$ cat src/rtl/viterbi_pkg.sv
// Shared definitions for the K=5 rate-1/2 Viterbi frame controller:
// FSM state encoding, code geometry and generator polynomials.
package viterbi_pkg;

    localparam int K           = 5;
    localparam int CODE_W      = 2;
    localparam int DEC_LAT_DEF = 18;

    localparam logic [K-1:0] G0_POLY = 5'b11101;
    localparam logic [K-1:0] G1_POLY = 5'b10011;

    typedef enum logic [2:0] {
        IDLE, CLEAR, FEED, FLUSH, DRAIN, DONE, ABORT
    } state_e;

    // Encoder output {g1,g0} for a shift register holding the newest bit in [K-1].
    function automatic logic [CODE_W-1:0] enc_pair(input logic [K-1:0] sr);
        return {^(sr & G1_POLY), ^(sr & G0_POLY)};
    endfunction

endpackage

$ cat src/rtl/viterbi_frame_ctrl_if.sv
// Symbol input stream and decoded-bit output stream of the frame controller.
// master = the controller, slave = the surrounding source/sink.
interface viterbi_frame_ctrl_if;
    import viterbi_pkg::*;

    logic              sym_valid;
    logic [CODE_W-1:0] sym_data;
    logic              sym_ready;
    logic              out_valid;
    logic              out_bit;
    logic              out_last;

    modport master (
        input  sym_valid, sym_data,
        output sym_ready, out_valid, out_bit, out_last
    );

    modport slave (
        output sym_valid, sym_data,
        input  sym_ready, out_valid, out_bit, out_last
    );

endinterface

$ cat src/rtl/viterbi_out_align.sv
// Counts decoder latency from the first symbol pair, then re-times exactly
// FRAME_LEN decoded bits into the framed output; tail bits are never emitted.
module viterbi_out_align #(
    parameter int FRAME_LEN = 32,
    parameter int DEC_LAT   = 18,
    parameter int CNT_W     = 8
) (
    input  logic             clk,
    input  logic             res,
    input  logic             start,
    input  logic             squash,
    input  logic             dec_bit,
    output logic             out_valid,
    output logic             out_bit,
    output logic             out_last,
    output logic [CNT_W-1:0] out_cnt
);

    logic             run;
    logic [CNT_W-1:0] lat_cnt;
    logic             cap;

    // run rises with the first pair on dec_code, so lat_cnt==DEC_LAT marks the
    // cycle its decoded bit sits on dec_bit.
    assign cap = run && (lat_cnt == CNT_W'(DEC_LAT)) && (out_cnt != CNT_W'(FRAME_LEN));

    always_ff @(posedge clk or negedge res) begin
        if (!res) begin
            run       <= 1'b0;
            lat_cnt   <= '0;
            out_cnt   <= '0;
            out_valid <= 1'b0;
            out_bit   <= 1'b0;
            out_last  <= 1'b0;
        end else if (squash) begin
            run       <= 1'b0;
            lat_cnt   <= '0;
            out_cnt   <= '0;
            out_valid <= 1'b0;
            out_bit   <= 1'b0;
            out_last  <= 1'b0;
        end else begin
            if (start)
                run <= 1'b1;
            if (run && lat_cnt != CNT_W'(DEC_LAT))
                lat_cnt <= lat_cnt + CNT_W'(1);
            if (cap)
                out_cnt <= out_cnt + CNT_W'(1);
            out_valid <= cap;
            out_bit   <= cap & dec_bit;
            out_last  <= cap && (out_cnt == CNT_W'(FRAME_LEN - 1));
        end
    end

endmodule

$ cat src/rtl/viterbi_frame_ctrl.sv
// Frame sequencer for a free-running Viterbi decoder: clear, gap-free feed,
// zero flush, latency drain. Optional counters under VITERBI_CTRL_STATS_EN.
module viterbi_frame_ctrl
    import viterbi_pkg::*;
#(
    parameter int FRAME_LEN = 32,
    parameter int FLUSH_LEN = 4,
    parameter int DEC_LAT   = DEC_LAT_DEF,
    parameter int CLR_CYC   = 2,
    parameter int CNT_W     = 8
) (
    input  logic                 clk,
    input  logic                 res,
    input  logic                 frame_start,
    output logic                 frame_busy,
    viterbi_frame_ctrl_if.master strm,
    output logic                 dec_res,
    output logic [CODE_W-1:0]    dec_code,
    input  logic                 dec_bit,
    output logic                 frame_done,
    output logic                 frame_err
`ifdef VITERBI_CTRL_STATS_EN
    ,
    output logic [15:0]          stat_frames,
    output logic [15:0]          stat_aborts
`endif
);

    state_e           state, state_nx;
    logic [CNT_W-1:0] clr_cnt, in_cnt, fl_cnt, out_cnt;
    logic             accept, clear_go, abort_go, start_go;

    assign accept   = (state == FEED) && strm.sym_valid;
    assign clear_go = (state == IDLE) && frame_start;
    assign abort_go = (state == FEED) && !strm.sym_valid;
    assign start_go = accept && (in_cnt == '0);

    always_ff @(posedge clk or negedge res) begin
        if (!res) state <= IDLE;
        else      state <= state_nx;
    end

    always_comb begin
        state_nx = state;
        case (state)
            IDLE:  if (frame_start) state_nx = CLEAR;
            CLEAR: if (clr_cnt == CNT_W'(CLR_CYC - 1)) state_nx = FEED;
            FEED: begin
                // any bubble would desynchronise the free-running decoder
                if (!strm.sym_valid)                     state_nx = ABORT;
                else if (in_cnt == CNT_W'(FRAME_LEN - 1)) state_nx = FLUSH;
            end
            FLUSH: if (fl_cnt == CNT_W'(FLUSH_LEN - 1)) state_nx = DRAIN;
            DRAIN: if (out_cnt == CNT_W'(FRAME_LEN)) state_nx = DONE;
            DONE:  state_nx = IDLE;
            ABORT: state_nx = IDLE;
            default: state_nx = IDLE;
        endcase
    end

    always_comb begin
        frame_busy     = (state != IDLE);
        strm.sym_ready = (state == FEED);
        frame_done     = (state == DONE);
        frame_err      = (state == ABORT);
    end

    // dec_res follows the next state so its low time matches CLEAR/ABORT exactly.
    always_ff @(posedge clk or negedge res) begin
        if (!res) begin
            dec_res  <= 1'b0;
            dec_code <= '0;
            clr_cnt  <= '0;
            in_cnt   <= '0;
            fl_cnt   <= '0;
        end else begin
            dec_res  <= !((state_nx == CLEAR) || (state_nx == ABORT));
            dec_code <= accept ? strm.sym_data : '0;
            if (clear_go) begin
                clr_cnt <= '0;
                in_cnt  <= '0;
                fl_cnt  <= '0;
            end else begin
                if (state == CLEAR) clr_cnt <= clr_cnt + CNT_W'(1);
                if (accept)         in_cnt  <= in_cnt + CNT_W'(1);
                if (state == FLUSH) fl_cnt  <= fl_cnt + CNT_W'(1);
            end
        end
    end

    viterbi_out_align #(
        .FRAME_LEN (FRAME_LEN),
        .DEC_LAT   (DEC_LAT),
        .CNT_W     (CNT_W)
    ) u_align (
        .clk       (clk),
        .res       (res),
        .start     (start_go),
        .squash    (clear_go | abort_go),
        .dec_bit   (dec_bit),
        .out_valid (strm.out_valid),
        .out_bit   (strm.out_bit),
        .out_last  (strm.out_last),
        .out_cnt   (out_cnt)
    );

`ifdef VITERBI_CTRL_STATS_EN
    always_ff @(posedge clk or negedge res) begin
        if (!res) begin
            stat_frames <= '0;
            stat_aborts <= '0;
        end else begin
            if (frame_done && stat_frames != 16'hFFFF) stat_frames <= stat_frames + 16'd1;
            if (frame_err  && stat_aborts != 16'hFFFF) stat_aborts <= stat_aborts + 16'd1;
        end
    end
`endif

endmodule
$ cat src/flat_wrapper.sv
// flat-port wrapper written by rule: the top's interface ports become plain ports
module viterbi_frame_ctrl_flat import viterbi_pkg::*;
#(
    parameter int FRAME_LEN = 32,
    parameter int FLUSH_LEN = 4,
    parameter int DEC_LAT   = DEC_LAT_DEF,
    parameter int CLR_CYC   = 2,
    parameter int CNT_W     = 8
)
  (clk, res, frame_start, frame_busy, dec_res, dec_code, dec_bit, frame_done, frame_err, strm_sym_valid, strm_sym_data, strm_sym_ready, strm_out_valid, strm_out_bit, strm_out_last);
  viterbi_frame_ctrl_if strm_i ();
  input  logic clk;
  input  logic res;
  input  logic frame_start;
  output logic frame_busy;
  output logic dec_res;
  output logic [CODE_W-1:0] dec_code;
  input  logic dec_bit;
  output logic frame_done;
  output logic frame_err;
  input wire logic [$bits(strm_i.sym_valid)-1:0] strm_sym_valid;
  input wire logic [$bits(strm_i.sym_data)-1:0] strm_sym_data;
  output wire logic [$bits(strm_i.sym_ready)-1:0] strm_sym_ready;
  output wire logic [$bits(strm_i.out_valid)-1:0] strm_out_valid;
  output wire logic [$bits(strm_i.out_bit)-1:0] strm_out_bit;
  output wire logic [$bits(strm_i.out_last)-1:0] strm_out_last;
  assign strm_i.sym_valid = strm_sym_valid;
  assign strm_i.sym_data = strm_sym_data;
  assign strm_sym_ready = strm_i.sym_ready;
  assign strm_out_valid = strm_i.out_valid;
  assign strm_out_bit = strm_i.out_bit;
  assign strm_out_last = strm_i.out_last;
  viterbi_frame_ctrl #(.FRAME_LEN(FRAME_LEN), .FLUSH_LEN(FLUSH_LEN), .DEC_LAT(DEC_LAT), .CLR_CYC(CLR_CYC), .CNT_W(CNT_W)) u_core (.clk(clk), .res(res), .frame_start(frame_start), .frame_busy(frame_busy), .strm(strm_i), .dec_res(dec_res), .dec_code(dec_code), .dec_bit(dec_bit), .frame_done(frame_done), .frame_err(frame_err));
endmodule
$ cat config.mk
export PLATFORM = sky130hd
export DESIGN_NAME = viterbi_frame_ctrl_flat
export DESIGN_NICKNAME = d
export VERILOG_FILES = /design/src/rtl/viterbi_pkg.sv /design/src/rtl/viterbi_frame_ctrl_if.sv /design/src/rtl/viterbi_out_align.sv /design/src/rtl/viterbi_frame_ctrl.sv /design/src/flat_wrapper.sv
export SDC_FILE = /design/constraint.sdc
export NUM_CORES = 1
export LEC_CHECK = 0
export BUFFER_PORTS_ARGS = -buffer_cell sky130_fd_sc_hd__buf_2
export CAP_MARGIN = 20
export CORE_ASPECT_RATIO = 0.75
export CORE_MARGIN = 1.5
export CORE_UTILIZATION = 45
export CTS_BUF_LIST = sky130_fd_sc_hd__clkbuf_16
export CTS_CLUSTER_SIZE = 14
export DETAILED_ROUTE_END_ITERATION = 12
export GPL_ROUTABILITY_DRIVEN = 0
export SLEW_MARGIN = 15
export SYNTH_ARGS = -nofsm -noshare
export SYNTH_HDL_FRONTEND = slang
export SYNTH_SLANG_ARGS = --single-unit
$ cat constraint.sdc
create_clock -name clk -period 1.9 [get_ports clk]
set_clock_uncertainty 0.05 [all_clocks]
set_input_delay 0.38 -clock clk [delete_from_list [all_inputs] [get_ports clk]]
set_output_delay 0.38 -clock clk [all_outputs]
set_load 0.01 [all_outputs]
==> results of run 1 <==
power by group:
| group | switching (mW) | internal, mW | leakage [nW] |
|---|---|---|---|
| Combinational | 0.564 | 0.441 | 0.678 |
| Clock | 0.372 | 0.477 | 0.0724 |
| Sequential | 0.204 | 1.22 | 0.682 |
| Total | 1.14 | 2.14 | 1.43 |
logic make-up after synthesis:
| family | after synthesis |
|---|---|
| flip-flops | 50 |
| multiplexers | 1 |
| AO/OA/AOI/OAI | 26 |
| XOR/XNOR | 25 |
| adder cells (fa/ha/maj) | 9 |
| AND/OR/NAND/NOR | 135 |
| buffers and inverters | 18 |
worst max path at each step:
stage	start	to	slack, ns	cells past startpoint
after CTS	u_core.u_align.out_cnt[0]$_DFFE_PN0P_	u_core.u_align.out_bit$_DFF_PN0_	0.06	6
final	u_core.state[2]$_DFF_PN0_	strm_sym_ready	0.07	4
after floorplan	u_core.u_align.out_cnt[0]$_DFFE_PN0P_	u_core.u_align.out_bit$_DFF_PN0_	0.13	6
after global routing	u_core.u_align.out_cnt[0]$_DFFE_PN0P_	u_core.u_align.out_cnt[1]$_DFFE_PN0P_	-0.02	6
after global placement	u_core.u_align.out_cnt[0]$_DFFE_PN0P_	u_core.u_align.out_bit$_DFF_PN0_	0.1	6
after detailed placement	u_core.u_align.out_cnt[0]$_DFFE_PN0P_	u_core.u_align.out_bit$_DFF_PN0_	0.04	6
cell usage after synthesis (4+ instances only):
library cell / instances
a21oi_1: 10
and2_1: 4
and3_1: 10
clkbuf_1: 5
dfrtp_1: 50
ha_1: 9
inv_1: 10
nand2_1: 23
nand2b_1: 4
nand3_1: 9
nand3b_1: 4
nand4_1: 13
nor2_1: 35
nor3_1: 7
o21ai_0: 8
or3_1: 5
xnor2_1: 10
xor2_1: 15
metal layers:
| metal | track usage [%] | part of all wire (%) |
|---|---|---|
| met3 | 3.84 | 3.4 |
| met4 | 5.36 | 1.1 |
| met2 | 25.7 | 39 |
| met5 | 0 | 0 |
| met1 | 27.5 | 57 |
stage by stage:
stage	std cells	hold slack (ns)	setup TNS [ns]
floorplan	264	0.0344	0
global placement	362	0.309	0
detailed placement	362	0.308	0
CTS	370	0.00129	0
global route	371	0.0207	-0.0417
finish	371	-0.0105	0
critical path, stage by stage (launching register included):
cell	delay, ns
dfrtp_1	0.51
nand2b_1	0.22
nand2b_1	0.16
inv_1	0.08
buf_2	0.13
repair_timing:
action / 4_1_cts / 5_1_grt
resized for setup: 1 / 6
buffers inserted: 0 / 1
pin swaps: 0 / 3
cloned: 0 / 0
setup endpoints to repair: 1 / 9
sequential cells by signal (all words and copies together), names as in the netlist:
name / count
u_core.u_align.out_last: 1
u_core.fl_cnt: 8
u_core.dec_code: 2
u_core.u_align.lat_cnt: 8
u_core.u_align.run: 1
u_core.u_align.out_valid: 1
u_core.dec_res: 1
u_core.u_align.out_bit: 1
u_core.clr_cnt: 8
u_core.in_cnt: 8
u_core.state: 3
u_core.u_align.out_cnt: 8
layout make-up:
type | instances | area, um^2
timing repair buffer | 32 | 213
inverter | 10 | 37.5
clock inverter | 3 | 12.5
tap | 75 | 93.8
fill | 486 | 2410
clock buffer | 5 | 125
sequential | 50 | 1250
multi-input combinational | 196 | 1290
==> flow_metrics.py, run 1 <==
metrics = {
    "final_layout": {
        "postLayoutCellArea_mm2": 0.00303,
        "nets": 311,
        "drive_gt1_share_pct": 16.6,
        "utilization_pct": 55.6,
        "num_antenna_cells": 0,
        "final_common_cell": "dfrtp_1",
        "area_delta_synth_final_pct": 16.8,
        "layout_common_cells": "dfrtp_1, nor2_1, nand2_1",
    },
    "placement": {
        "pre_cts_ws_ns": 0.0370,
        "hpwl_mm": 3.51,
        "port_buffers": 16,
        "placed_area_mm2": 0.00285,
    },
    "routing": {
        "drt_iter0_drc": 86,
        "drt-wirelength-per-cell_um": 13.6,
        "dr.pass1.iters": 4,
        "drt_wl_total_mm": 5.06,
        "drc": 0,
        "vias": 1928,
        "viasPerCell": 5.20,
        "antenna_left": 0,
    },
    "clocking": {
        "clkTransAtPathRegs_ns": 0.07,
        "clock_latency_ns": 0.29,
        "clock-sinks": 50,
        "cts_tree": "done",
        "ctsHoldBuffers": 0,
        "cts_buffer_depth": 2,
        "htree_levels": 2,
        "cts-root-buf": "clkbuf_16",
        "cts_buffers": 5,
    },
    "logic_synthesis": {
        "synthSimpleGateAreaFrac_pct": 29.1,
        "synth_top_family_by_area": "simple AND/OR/NAND/NOR gates",
        "yosys.area.top_type": "dfrtp_1",
        "synthXorXnorAreaFrac_pct": 8.45,
        "muxShareOfSynthArea_pct": 0.386,
        "synth-async-reset-ratio_pct": 100,
        "synth_top_area_share_pct": 48.3,
        "synth-warning-count": 0,
        "synth-seq-cells": 50,
        "synth_flop_cell": "dfrtp_1",
        "netlist_top_cells_area": "dfrtp_1, nor2_1, xor2_1",
        "synth_compound_area_share_pct": 6.33,
        "syn_avg_cell_area_um2": 9.82,
        "syn-cell-area_mm2": 0.00259,
        "yosys.area_share.adder_pct": 4.35,
        "synth_nets": 280,
        "syn_inst": 264,
        "ys_seq_area_share_pct": 48.3,
        "synth-edff-count": 0,
        "synth_cell_type_count": 42,
    },
    "floorplan": {
        "core_region_area_mm2": 0.00544,
        "start_util_pct": 47.6,
        "die_w_um": 90.6,
        "die_y_um": 68.7,
        "num_rows": 23,
        "fp.dieArea_mm2": 0.00623,
        "pin_count": 17,
    },
    "min_path": {
        "hold_path_class": "in -> async",
    },
    "critical_path": {
        "worstPathMaxFanout": 11,
        "worstPathRequired_ns": 1.47,
        "worstSetupStartpointType": "flop",
        "endpoint_kind": "primary output",
        "worst-r2r-cell-count": 6,
        "r2r_setup_slack_ns": 0.12,
        "critPathKind": "reg -> out",
        "cp.arrival_ns": 1.40,
        "r2r_start": "u_core.u_align.out_cnt[0]$_DFFE_PN0P_",
        "worstReg2RegEnd": "u_core.u_align.out_bit$_DFF_PN0_",
    },
    "grt": {
        "grt_use_total_pct": 18.1,
        "grt_max_degree": 33,
        "grt_pass1_vias": 1810,
        "grt_remaining_overflow": 0,
        "grt_pass1_wl_mm": 8.73,
        "antenna_found_initial": 0,
    },
    "sta": {
        "max_freq_ghz": 0.546,
        "finalHoldViolCount": 17,
        "holdWs_ns": -0.0105,
        "drv_slew": 0,
        "rsz0062_at_grt": "true",
        "fin_crit_sh_pct": 96.4,
        "relSlewSlack_pct": 63.4,
        "period_needed_ns": 1.83,
        "finalWorstSetupSlack_ns": 0.0688,
        "report.final.setup_viol": 0,
        "worstMarginPinSlew_ns": 0.548,
    },
    "pwr": {
        "power_density_mw_per_mm2": 1080,
        "fin_total_pwr_mw": 3.28,
        "cellLeakagePower_nw": 1.43,
        "ir_worst_vdd_mv": 0.510,
    },
    "status": {
        "status": "complete, but fails checks",
        "violations": "negative hold slack",
    },
    "flow_run": {
        "maxCapViolCount": 0,
    },
}
No activity file was read; power rests on OpenSTA's default activity.
==> run 2, diff against run 1 <==
--- a/config.mk
+++ b/config.mk
@@ -7,2 +7,3 @@
 export LEC_CHECK = 0
+export ABC_AREA = 1
 export BUFFER_PORTS_ARGS = -buffer_cell sky130_fd_sc_hd__buf_2
@@ -11,3 +12,3 @@
 export CORE_MARGIN = 1.5
-export CORE_UTILIZATION = 45
+export CORE_UTILIZATION = 40
 export CTS_BUF_LIST = sky130_fd_sc_hd__clkbuf_16
==> constraint.sdc (replaced) <==
create_clock -name clk -period 1.9 [get_ports clk]
set_clock_uncertainty 0.05 [all_clocks]
set_input_delay 0.19 -clock clk [delete_from_list [all_inputs] [get_ports clk]]
set_output_delay 0.19 -clock clk [all_outputs]
set_load 0.01 [all_outputs]
==> run 2 against run 1 <==
The flow now finishes without violations. Area after synthesis grew 16%. Sequential cell count is the same. Die area up 29%. Sequential power is essentially flat. Final area grew 11%. Hold slack better by 0.067 ns. Power up 6.2%. Maximum frequency increased by 8.6%. Combinational power up 22%. Critical path type is now reg -> reg. Highest routed layer unchanged.
==> flow_metrics.py, run 2 <==
metrics = {
    "sta": {
        "rsz0062_at_grt": "false",
        "drv_slew": 0,
        "finalHoldViolCount": 0,
        "relSlewSlack_pct": 64.7,
        "holdWs_ns": 0.0570,
        "worstMarginPinSlew_ns": 0.529,
        "report.final.setup_viol": 0,
        "period_needed_ns": 1.69,
        "finalSetupTns_ns": 0,
        "fin_crit_sh_pct": 88.8,
        "max_freq_ghz": 0.593,
    },
    "grt": {
        "grt_remaining_overflow": 0,
        "grt-busiest-layer": "met1",
        "grt_pass1_wl_mm": 11.1,
        "grt_pass1_vias": 2406,
        "use_met2_pct": 25.2,
        "grt_use_met1_pct": 25.8,
        "antenna_found_initial": 0,
        "grt_use_total_pct": 17.2,
        "met3_usage_pct": 3.56,
        "grt_max_degree": 30,
    },
    "routing": {
        "drc": 0,
        "vias": 2668,
        "viasPerCell": 4.86,
        "dr.pass1.iters": 5,
        "drt_iter0_drc": 116,
        "drt-wirelength-per-cell_um": 11.3,
        "antenna_left": 0,
        "drt_wl_total_mm": 6.19,
    },
    "logic_synthesis": {
        "synth-warning-count": 0,
        "syn_avg_cell_area_um2": 7.08,
        "yosys.area.top_type": "dfrtp_1",
        "synth_top_area_share_pct": 41.6,
        "synth-seq-cells": 50,
        "synth_nets": 441,
        "synth_cell_type_count": 26,
        "yosysMostFrequentCell": "nand2_1",
        "netlist_top_cells_area": "dfrtp_1, nand2_1, nand3_1",
        "netlist_top_cells_count": "nand2_1, inv_1, nand3_1",
        "syn-cell-area_mm2": 0.00301,
        "ys_seq_area_share_pct": 41.6,
        "syn_inst": 425,
        "synth-edff-count": 0,
        "synth_flop_cell": "dfrtp_1",
        "synth-async-reset-ratio_pct": 100,
    },
    "final_layout": {
        "utilization_pct": 46.0,
        "num_antenna_cells": 0,
        "layout_common_cells": "nand2_1, inv_1, nand3_1",
        "ff_latch_area_mm2": 0.00125,
        "multi_input_area_mm2": 0.00146,
        "nets": 463,
        "drive_gt1_share_pct": 8.71,
        "fillers": 753,
        "fin_cells": 549,
        "final_common_cell": "nand2_1",
        "area_delta_synth_final_pct": 11.7,
    },
    "floorplan": {
        "fp.dieArea_mm2": 0.00805,
        "die_y_um": 78.1,
        "pin_count": 17,
        "start_util_pct": 41.2,
        "die_w_um": 103,
        "core_region_area_mm2": 0.00730,
        "num_rows": 27,
    },
    "placement": {
        "hpwl_mm": 4.60,
        "port_buffers": 16,
        "placed_cells": 540,
    },
    "pwr": {
        "cellLeakagePower_nw": 1.85,
        "fin_total_pwr_mw": 3.48,
        "ir_worst_vdd_mv": 0.396,
        "power_density_mw_per_mm2": 1040,
    },
    "clocking": {
        "cts_buffers": 5,
        "htree_levels": 2,
        "clkTransAtPathRegs_ns": 0.06,
        "cts_buffer_depth": 2,
        "cts-root-buf": "clkbuf_16",
        "postCtsSetupRepairBufs": 0,
        "post_cts_resized": 0,
        "clock_latency_ns": 0.29,
        "clock-sinks": 50,
        "cts_tree": "done",
        "ctsHoldBuffers": 1,
    },
    "critical_path": {
        "crit_chain": "inv_1 -> ha_1 -> nand3_1 -> nor2_4 -> nor2_2 -> nor2_4 -> nand2_1 -> nand2_1",
        "r2r_setup_slack_ns": 0.21,
        "r2r_start": "u_core.u_align.lat_cnt[0]$_DFFE_PN0P_",
        "endpoint_kind": "flop",
        "worst-r2r-cell-count": 8,
        "crit_start": "u_core.u_align.lat_cnt[0]$_DFFE_PN0P_",
        "critPathKind": "reg -> reg",
        "worstPathMaxFanout": 9,
        "worstReg2RegEnd": "u_core.u_align.lat_cnt[5]$_DFFE_PN0P_",
        "worstPathRequired_ns": 2.03,
        "critPathSlowestCell": "dfrtp_1",
        "cp.arrival_ns": 1.81,
        "endpoint": "u_core.u_align.lat_cnt[5]$_DFFE_PN0P_",
        "worstSetupStartpointType": "flop",
        "max_stage_delay_ns": 0.42,
    },
    "status": {
        "status": "finished, final reports clean",
    },
    "flow_run": {
        "maxCapViolCount": 0,
    },
    "min_path": {
        "hold_path_class": "in -> reg",
        "hold_depth": 3,
    },
}
## run 2: cell count changes in the layout (fill, tap and decap cells not counted), sizes merged, moves of 5 or more
cell	change
inv	+58
or3	-5
nand2	+96
xnor2	-9
and3	-9
and2	-5
nand3	+54
nor2	+21
xor2	-9
buf	-13
## run 2: cells by family after synthesis
family                   Yosys count  synth area share, %
AO/OA/AOI/OAI                     23                 3.95
XOR/XNOR                           7                 2.04
adder cells (fa/ha/maj)            9                 3.74
buffers and inverters             73                 9.82
flip-flops                        50                 41.6
AND/OR/NAND/NOR                  263                 38.9
## run 2: area by class of cell
cell class	instances	share of cell area, %
Clock buffer	5	3.72
Sequential cell	50	37.2
Multi-Input combinational cell	302	43.5
Clock inverter	3	0.372
Timing Repair Buffer	20	3.72
Inverter	68	7.67
Tap cell	101	3.76
## run 2: stage by stage
stage                     cell area, um^2  setup WS, ns
final                                3360         0.213
after detailed placement             3210         0.220
after global placement               3210         0.303
after CTS                            3360         0.210
after floorplan                      3010         0.448
after global routing                 3360        0.0488
## run 2: worst min-delay path by stage
stage	to	startpoint	slack [ns]
floorplan	u_core.clr_cnt[0]$_DFFE_PN0P_	res	-0.16
global placement	u_core.clr_cnt[4]$_DFFE_PN0P_	res	0.15
detailed placement	u_core.clr_cnt[4]$_DFFE_PN0P_	res	0.16
CTS	u_core.dec_code[1]$_DFF_PN0_	strm_sym_data[1]	0.05
global route	u_core.dec_code[1]$_DFF_PN0_	strm_sym_data[1]	0.07
finish	u_core.dec_code[1]$_DFF_PN0_	strm_sym_data[1]	0.06
## run 2: power by group
part           internal [mW]  switching (mW)
combinational          0.373           0.860
sequential              1.23           0.167
clock                  0.477           0.374
## run 2: critical path: cells and delay by family, from the launching register on
| kind | cells | cell delay, ns |
|---|---|---|
| fa+ha+maj | 1 | 0.21 |
| buf+inv | 1 | 0.08 |
| flops | 1 | 0.42 |
| simple gates | 6 | 0.81 |
## run 2: layer usage
metal	part of all wire [%]	up-vias	routed length, um
li1	-	1394	-
met5	0	-	0
met4	0.55	0	34
met1	54	1230	3360
met2	42	40	2600
met3	3.1	4	193
==> run 3, diff against run 2 <==
PLACE_DENSITY_LB_ADDON = 0.05   (was unset)
==> run 3 against run 2 <==
Sequential cell count unchanged. Final area is the same. Critical endpoint unchanged. Global-route usage up 0.76 points. Sequential share of layout area is the same. Final cell count unchanged. Register-to-register slack is essentially flat. Hold slack improved by 0.0065 ns. Largest cell class unchanged. Via count decreased by 1.5%. Core utilization is the same. Critical path depth did not move.
==> flow_metrics.py, run 3 (synthesis gave the netlist of run 2 again) <==
metrics = {
    "grt": {
        "grt_remaining_overflow": 0,
        "antenna_found_initial": 0,
        "grt_use_total_pct": 18.0,
        "grt_pass1_wl_mm": 11.5,
        "grt_pass1_vias": 2459,
        "grt_max_degree": 31,
    },
    "pwr": {
        "cellLeakagePower_nw": 1.85,
        "ir_worst_vdd_mv": 0.547,
        "pwr-share-comb_pct": 35.7,
        "clkPwrFrac_pct": 24.3,
        "p_sw_mw": 1.42,
        "power_density_mw_per_mm2": 1040,
        "switching_share_pct": 40.5,
        "seq_power_share_pct": 40.0,
        "p_int_mw": 2.08,
    },
    "placement": {
        "pre_cts_ws_ns": 0.220,
        "port_buffers": 16,
        "hpwl_mm": 4.90,
        "placed_area_mm2": 0.00321,
    },
    "floorplan": {
        "num_rows": 27,
        "die_w_um": 103,
        "die_y_um": 78.1,
        "start_util_pct": 41.2,
        "fp.dieArea_mm2": 0.00805,
        "core_region_area_mm2": 0.00730,
        "pin_count": 17,
    },
    "sta": {
        "max_freq_ghz": 0.594,
        "report.final.setup_viol": 0,
        "drv_slew": 0,
        "relSlewSlack_pct": 66.0,
        "period_needed_ns": 1.68,
        "worstMarginPinSlew_ns": 0.510,
        "holdWs_ns": 0.0635,
        "finalHoldViolCount": 0,
        "rsz0062_at_grt": "false",
        "fin_crit_sh_pct": 88.6,
        "finalWorstSetupSlack_ns": 0.217,
        "finalSetupTns_ns": 0,
    },
    "final_layout": {
        "drive_gt1_share_pct": 8.71,
        "layout_common_cells": "nand2_1, inv_1, nand3_1",
        "nets": 463,
        "final_common_cell": "nand2_1",
        "postLayoutCellArea_mm2": 0.00336,
        "area_delta_synth_final_pct": 11.7,
        "utilization_pct": 46.0,
        "num_antenna_cells": 0,
    },
    "clocking": {
        "clock-sinks": 50,
        "clkTransAtPathRegs_ns": 0.07,
        "clock_latency_ns": 0.28,
        "postCtsSetupRepairBufs": 0,
        "cts_buffer_depth": 2,
        "cts-root-buf": "clkbuf_16",
        "htree_levels": 2,
        "post_cts_resized": 0,
        "ctsHoldBuffers": 1,
        "cts_tree": "done",
        "cts_buffers": 5,
    },
    "routing": {
        "drc": 0,
        "viasPerCell": 4.79,
        "drt-wirelength-per-cell_um": 11.9,
        "dr.pass1.iters": 4,
        "vias": 2628,
        "drt_iter0_drc": 132,
        "antenna_left": 0,
        "drt_wl_total_mm": 6.55,
    },
    "critical_path": {
        "cp.arrival_ns": 1.80,
        "worstPathRequired_ns": 2.02,
        "endpoint_kind": "flop",
        "worstPathMaxFanout": 9,
        "worstSetupStartpointType": "flop",
        "critPathKind": "reg -> reg",
    },
    "status": {
        "status": "finished, final reports clean",
    },
    "flow_run": {
        "maxCapViolCount": 0,
    },
    "min_path": {
        "hold_path_class": "in -> reg",
    },
}
-- run 3: cell counts in the layout (fill, tap and decap cells not counted) --
No cell type changed its count.
-- run 3: layout make-up --
| type | instances | area, um^2 |
|---|---|---|
| fill | 764 | 3940 |
| clock inverter | 3 | 12.5 |
| multi-input combinational | 302 | 1460 |
| timing repair buffer | 20 | 125 |
| clock buffer | 5 | 125 |
| sequential | 50 | 1250 |
| inverter | 68 | 258 |
| tap | 101 | 126 |
-- run 3: metal layers --
layer	vias up	track usage, %	part of all wire [%]
li1	1390	-	-
met1	1202	27.0	54
met2	32	26.9	42
met3	4	3.38	3.4
met4	0	3.38	0.66
met5	-	0	0
-- run 3: final timing paths --
path | slack, ns | cells after the start | start | end
worst min-delay path | 0.06 | 3 | strm_sym_data[1] | u_core.dec_code[1]$_DFF_PN0_
worst max-delay path | 0.22 | 8 | u_core.u_align.lat_cnt[0]$_DFFE_PN0P_ | u_core.u_align.lat_cnt[5]$_DFFE_PN0P_
worst max register to register | 0.22 | 8 | u_core.u_align.lat_cnt[0]$_DFFE_PN0P_ | u_core.u_align.lat_cnt[5]$_DFFE_PN0P_
max in group asynchronous | 0.90 | 3 | res | u_core.u_align.out_bit$_DFF_PN0_
min in group asynchronous | 0.36 | 2 | res | u_core.clr_cnt[7]$_DFFE_PN0P_
worst min register to register | 0.47 | 2 | u_core.fl_cnt[7]$_DFFE_PN0P_ | u_core.fl_cnt[7]$_DFFE_PN0P_
-- run 3: worst max-delay path, cell delays in order, from the launching register on --
cell and delay, ns:
dfrtp_1 0.42, inv_1 0.08, ha_1 0.21, nand3_1 0.12, nor2_4 0.07, nor2_2 0.36
nor2_4 0.12, nand2_1 0.08, nand2_1 0.05
-- run 3: metrics by stage --
step                      std cells  power, mW
after detailed placement        540       2.67
after floorplan                 425       2.33
final                           549       3.50
after global routing            549       3.80
after CTS                       549       3.54
after global placement          540       2.66
-- run 3: power groups by stage --
stage | Combinational [mW] | Sequential (mW) | Clock, mW
2_1_floorplan | 0.949 | 1.38 | 0
3_3_place_gp | 1.24 | 1.41 | 0
3_5_place_dp | 1.26 | 1.42 | 0
4_1_cts | 1.26 | 1.40 | 0.881
5_1_grt | 1.44 | 1.43 | 0.921
6_report | 1.25 | 1.40 | 0.849
